### config.mk
export PLATFORM = sky130hd
export DESIGN_NAME = issue_ctrl
export DESIGN_NICKNAME = d
export VERILOG_FILES = /design/src/rtl/issue_ctrl.sv
export SDC_FILE = /design/constraint.sdc
export NUM_CORES = 1
export LEC_CHECK = 0
export ABC_CLOCK_PERIOD_IN_PS = 3960
export CORE_ASPECT_RATIO = 0.7
export CORE_MARGIN = 2
export CORE_UTILIZATION = 56
export DETAILED_ROUTE_END_ITERATION = 7
export GPL_TIMING_DRIVEN = 0
export PLACE_DENSITY_LB_ADDON = 0.2
export SLEW_MARGIN = 20
export SYNTH_ARGS = -nofsm -noshare
export SYNTH_HDL_FRONTEND = slang
export SYNTH_SLANG_ARGS = --single-unit
### constraint.sdc
create_clock -name clk -period 3.96 [get_ports clk]
set_input_delay 0.396 -clock clk [delete_from_list [all_inputs] [get_ports clk]]
set_output_delay 0.396 -clock clk [all_outputs]
set_load 0.05 [all_outputs]
### src/rtl/issue_ctrl.sv
// Single-slot issue controller with scoreboard of busy destination registers.
// Tracks in-flight count, stalls on RAW/WAW, serializing ops and a full window.
module issue_ctrl #(
  parameter int MAX_INFLIGHT = 8
) (
  input  logic        clk,
  input  logic        reset,
  input  logic        in_valid,
  input  logic [4:0]  in_rs1,
  input  logic [4:0]  in_rs2,
  input  logic [4:0]  in_rd,
  input  logic        in_rs1_use,
  input  logic        in_rs2_use,
  input  logic        in_wen,
  input  logic        in_serial,
  output logic        in_ready,
  output logic        hold_en,
  output logic        out_valid,
  input  logic        out_ready,
  input  logic        rel_valid,
  input  logic [4:0]  rel_rd,
  input  logic        rel_wen,
  input  logic        flush,
  output logic [1:0]  state_o,
  output logic [3:0]  inflight_o,
  output logic [31:0] busy_o,
  output logic        err_o
);

  typedef enum logic [1:0] {
    ST_EMPTY  = 2'd0,
    ST_READY  = 2'd1,
    ST_HAZARD = 2'd2,
    ST_SERIAL = 2'd3
  } st_t;

  localparam logic [3:0] LP_MAX = 4'(MAX_INFLIGHT);

  st_t         r_state;
  logic [4:0]  r_rs1;
  logic [4:0]  r_rs2;
  logic [4:0]  r_rd;
  logic        r_rs1_use;
  logic        r_rs2_use;
  logic        r_wen;
  logic        r_serial;
  logic [31:0] r_busy;
  logic [3:0]  r_inflight;
  logic        r_err;

  logic        w_issue;
  logic        w_rel_ok;
  logic        w_spur;
  logic [31:0] w_busy_nxt;
  logic [3:0]  w_inf_nxt;

  function automatic st_t f_class(
    input logic [4:0]  rs1,
    input logic [4:0]  rs2,
    input logic [4:0]  rd,
    input logic        u1,
    input logic        u2,
    input logic        wen,
    input logic        ser,
    input logic [31:0] busy,
    input logic [3:0]  inf
  );
    logic hz;
    hz = (u1 && rs1 != 5'd0 && busy[rs1]) ||
         (u2 && rs2 != 5'd0 && busy[rs2]) ||
         (wen && rd != 5'd0 && busy[rd]) ||
         (inf == LP_MAX);
    unique case (1'b1)
      (ser && inf != 4'd0): return ST_SERIAL;
      hz:                   return ST_HAZARD;
      default:              return ST_READY;
    endcase
  endfunction

  assign out_valid = (r_state == ST_READY) && !flush;
  assign w_issue   = out_valid && out_ready;
  assign in_ready  = reset && (r_state == ST_EMPTY || w_issue) && !flush;
  assign hold_en   = in_valid && in_ready;

  // A release with nothing outstanding is bogus and must not disturb state.
  assign w_rel_ok = rel_valid && (r_inflight != 4'd0);
  assign w_spur   = rel_valid && (r_inflight == 4'd0);

  always_comb begin
    w_busy_nxt = r_busy;
    if (w_rel_ok && rel_wen && rel_rd != 5'd0)
      w_busy_nxt[rel_rd] = 1'b0;
    if (w_issue && r_wen && r_rd != 5'd0)
      w_busy_nxt[r_rd] = 1'b1;
    w_busy_nxt[0] = 1'b0;
  end

  always_comb begin
    w_inf_nxt = r_inflight;
    case ({w_issue, w_rel_ok})
      2'b10:   w_inf_nxt = r_inflight + 4'd1;
      2'b01:   w_inf_nxt = r_inflight - 4'd1;
      default: w_inf_nxt = r_inflight;
    endcase
  end

  always_ff @(posedge clk or negedge reset) begin
    if (!reset) begin
      r_state    <= ST_EMPTY;
      r_rs1      <= '0;
      r_rs2      <= '0;
      r_rd       <= '0;
      r_rs1_use  <= 1'b0;
      r_rs2_use  <= 1'b0;
      r_wen      <= 1'b0;
      r_serial   <= 1'b0;
      r_busy     <= '0;
      r_inflight <= '0;
      r_err      <= 1'b0;
    end else begin
      r_busy     <= w_busy_nxt;
      r_inflight <= w_inf_nxt;
      if (w_spur)
        r_err <= 1'b1;
      if (hold_en) begin
        r_rs1     <= in_rs1;
        r_rs2     <= in_rs2;
        r_rd      <= in_rd;
        r_rs1_use <= in_rs1_use;
        r_rs2_use <= in_rs2_use;
        r_wen     <= in_wen;
        r_serial  <= in_serial;
        r_state   <= f_class(in_rs1, in_rs2, in_rd,
                             in_rs1_use, in_rs2_use,
                             in_wen, in_serial,
                             w_busy_nxt, w_inf_nxt);
      end else if (flush || w_issue || r_state == ST_EMPTY) begin
        r_rs1     <= '0;
        r_rs2     <= '0;
        r_rd      <= '0;
        r_rs1_use <= 1'b0;
        r_rs2_use <= 1'b0;
        r_wen     <= 1'b0;
        r_serial  <= 1'b0;
        r_state   <= ST_EMPTY;
      end else if (r_state != ST_READY) begin
        r_state <= f_class(r_rs1, r_rs2, r_rd,
                           r_rs1_use, r_rs2_use,
                           r_wen, r_serial,
                           w_busy_nxt, w_inf_nxt);
      end
    end
  end

  assign state_o    = r_state;
  assign inflight_o = r_inflight;
  assign busy_o     = r_busy;
  assign err_o      = r_err;

endmodule

==> results.py <==
metrics = {
    "power_and_ir_drop": {
        "switching_share_pct": 36.2,
        "p_int_uw": 1480,
        "p_clk_share_pct": 36.7,
        "power.switching_uw": 842,
        "power_frac_seq_pct": 29.7,
        "vdd_ir_drop_max_mv": 0.543,
        "combPwrFrac_pct": 33.7,
        "power.density_nw_per_um2": 370,
        "leakagePower_uw": 0.00257,
        "power_uw": 2330,
    },
    "placed_design": {
        "portBuffers": 63,
        "gp_congestion": 1.09,
        "hpwl_mm": 16.1,
    },
    "critical_path": {
        "end_kind": "register",
        "cp_top_family": "compound AO/OA/AOI/OAI gates",
        "rrSetupSlack_ps": 170,
        "r2r-start": "inflight_o[3]",
        "cp_max_fo": 8,
        "r2r_cells": 11,
        "slowest_stage": "clkdlybuf4s50_1",
        "critPathLaunchType": "input pin",
        "cp_data_arrival_time_ps": 4200,
        "path_cells": "clkdlybuf4s50_1, or3b_1, o41ai_2, o21ai_1, mux4_2, o21a_1, a211oi_1, o41ai_2, o311ai_2, nand2_1",
        "crit_end": "state_o[1]",
        "crit_start": "rel_rd[3]",
        "critical_path_buf_inv_count": 1,
        "max_stage_delay_ps": 640,
        "critPathKind": "input pin to register",
        "r2r_end": "state_o[1]",
        "required_ps": 4170,
        "cpMostUsedCell": "o41ai_2",
        "cp_num_cells": 10,
    },
    "layout": {
        "areaGrowthSynthToFinish_pct": 26.4,
        "final_util_pct": 73.5,
        "antennaDiodeCount": 0,
        "layout-drive-gt1-share_pct": 13.5,
        "seq_area_um2": 1430,
        "multiInputGateArea_um2": 3340,
        "final_nets": 705,
        "nFillCells": 659,
    },
    "global_routing": {
        "grt_pass1_vias": 5579,
        "gr-usage-all-layers_pct": 46.2,
        "grt_max_degree": 59,
        "grt_overflow": 0,
        "antenna_found_initial": 0,
        "grt_pass1_wl_mm": 33.1,
    },
    "yosys": {
        "async_flop_share_pct": 100,
        "yosysTopAreaCell": "dfrtp_1",
        "ys.flop_type": "dfrtp_1",
        "synth.most_common_cell": "dfrtp_1",
        "postSynthAreaPerCell_um2": 8.47,
        "synthTopCellsByCount": "57 x dfrtp_1, 47 x nand2_1, 44 x nand3_1, 36 x inv_1",
        "synth_top_area_share_pct": 28.7,
        "syn_inst": 587,
        "synthTopCellsByArea": "dfrtp_1 29%, mux4_2 5.4%, nand3_1 4.4%",
        "ys_types": 86,
        "yosys_warnings": 0,
        "seq_area_frac_synth_pct": 28.7,
        "yosys_register_bits": 57,
        "synth_area_um2": 4970,
        "syn_nets": 622,
        "synth_edf_count": 0,
    },
    "timing": {
        "setup_slack_ps": -24.0,
        "rsz0062_at_grt": "no",
        "fin_skew_ps": 10.1,
        "hold_viol": 0,
        "fmax_ghz": 0.251,
        "worst_pin_slew_ps": 924,
        "finalMaxSlewViolations": 0,
        "slew_headroom_pct": 38.1,
        "fin_crit_sh_pct": 101,
        "layout_min_cycle_time_ps": 3980,
        "setup_viol": 1,
    },
    "worst_hold_path": {
        "hold_class": "input pin to async pin",
    },
    "cts": {
        "cts.clk_slew.worst_paths_ps": 50,
        "htree_levels": 3,
        "cts-buffers-inserted": 9,
        "cts_tree": "yes",
        "clk_path_buf_depth": 2,
        "insertion_delay_ps": 350,
        "cts-root-buf": "clkbuf_16",
        "clock-sinks": 57,
    },
    "routing": {
        "routedWlPerCell_um": 28.1,
        "wl_mm": 22.3,
        "drt_iter0_drc": 1296,
        "vias": 6070,
        "drt_first_pass_iters": 8,
        "remaining_drc_errors": 0,
        "postRouteAntennaNets": 0,
        "via_per_inst": 7.64,
    },
    "floorplan": {
        "fp.dieW_um": 117,
        "die_area_um2": 9660,
        "initial_core_util_pct": 58.2,
        "boundaryPins": 73,
        "core.rowCount": 28,
        "die_y_um": 82.8,
        "coreArea_um2": 8550,
    },
    "flow_run": {
        "max-cap-violations": 0,
    },
    "status": {
        "violations": "negative setup slack",
        "status": "finished with violations",
    },
}
==> registers in the layout, summed over array words and instances, names as in the netlist, 2 cells and up <==
register,cells
r_rd,5
r_rs1,5
busy_o,31
r_rs2,5
inflight_o,4
state_o,2
==> power by group through the flow <==
stage | logic, uW | registers [uW] | clock network (uW)
floorplan | 372 | 794 | 0
global placement | 686 | 693 | 0
detailed placement | 704 | 699 | 0
CTS | 724 | 690 | 849
global route | 833 | 697 | 879
finish | 783 | 689 | 853
==> cell usage in the layout (no fill, tap or decap), types with 8 or more instances in the layout <==
cell type | synthesis | routed
dfrtp_1 | 57 | 54
mux4_2 | 12 | 12
o21ai_0 | 20 | 18
o31ai_1 | 28 | 20
o2111ai_1 | 10 | 10
a31oi_1 | 9 | 9
and2_1 | 8 | 8
nor3_1 | 9 | 9
buf_4 | 3 | 14
a22o_1 | 18 | 18
nand3_1 | 44 | 44
nand3b_1 | 9 | 9
clkdlybuf4s50_1 | 0 | 61
clkbuf_16 | 0 | 9
a21oi_1 | 14 | 14
nor2_1 | 26 | 26
o211ai_1 | 10 | 10
inv_1 | 36 | 36
nand2_1 | 47 | 47
nand4_1 | 9 | 9
clkbuf_1 | 28 | 29
nor2b_1 | 13 | 13
nand2b_1 | 11 | 11
==> final cells by class <==
cell class / instances / area share [%]
buffer: 43 / 3.15
clock buffer: 11 / 3.86
clock inverter: 5 / 1.25
inverter: 37 / 2.21
multi-input combinational: 449 / 53.2
sequential: 57 / 22.8
tap: 120 / 2.39
timing repair buffer: 73 / 11.2
==> metrics by stage <==
stage | setup TNS, ps | worst slack, ps | instances | hold slack, ps | area [um^2]
2_1_floorplan | 0 | 201 | 587 | 100 | 4970
3_3_place_gp | -3310 | -1120 | 770 | 439 | 5750
3_5_place_dp | -955 | -530 | 770 | 473 | 5750
4_1_cts | 0 | 16.5 | 788 | 147 | 6110
5_1_grt | 0 | 3.62 | 795 | 205 | 6280
6_report | -24.0 | -24.0 | 795 | 128 | 6280
==> worst min-delay path by stage <==
stage          startpoint             to  slack [ps]  cells past startpoint
5_1_grt             reset  inflight_o[1]         210                      1
2_1_floorplan       reset     busy_o[10]         100                      0
3_3_place_gp        err_o          err_o         440                      1
4_1_cts             reset     state_o[0]         150                      1
6_report            reset  inflight_o[2]         130                      1
3_5_place_dp        err_o          err_o         470                      1
==> what timing repair did <==
action                     4_1_cts  5_1_grt
setup buffers                    2        8
cloned                           0        0
pin swaps                        1        5
hold buffers                     0        0
resized for setup                8       22
setup endpoints to repair        2        2
==> cells by family after synthesis <==
logic type | Yosys count | synth area share, %
DFF | 57 | 28.7
and+or+nand+nor | 230 | 26.5
muxes | 21 | 7.32
xor gates and xnor gates | 3 | 0.529
AOI/OAI and AO/OA | 190 | 29.0
other | 1 | 0.0754
adders and majority gates | 4 | 1.16
buffers and inverters | 81 | 6.72
==> routing by layer <==
layer	part of all wire [%]	wire (um)	up-vias	global-route usage [%]
met1	38	8560	2835	66.0
li1	-	-	2447	-
met4	5.2	1170	0	19.0
met5	0	0	-	0
met2	39	8640	643	59.6
met3	18	3950	145	21.5
Power figures use the tool's default switching activity.
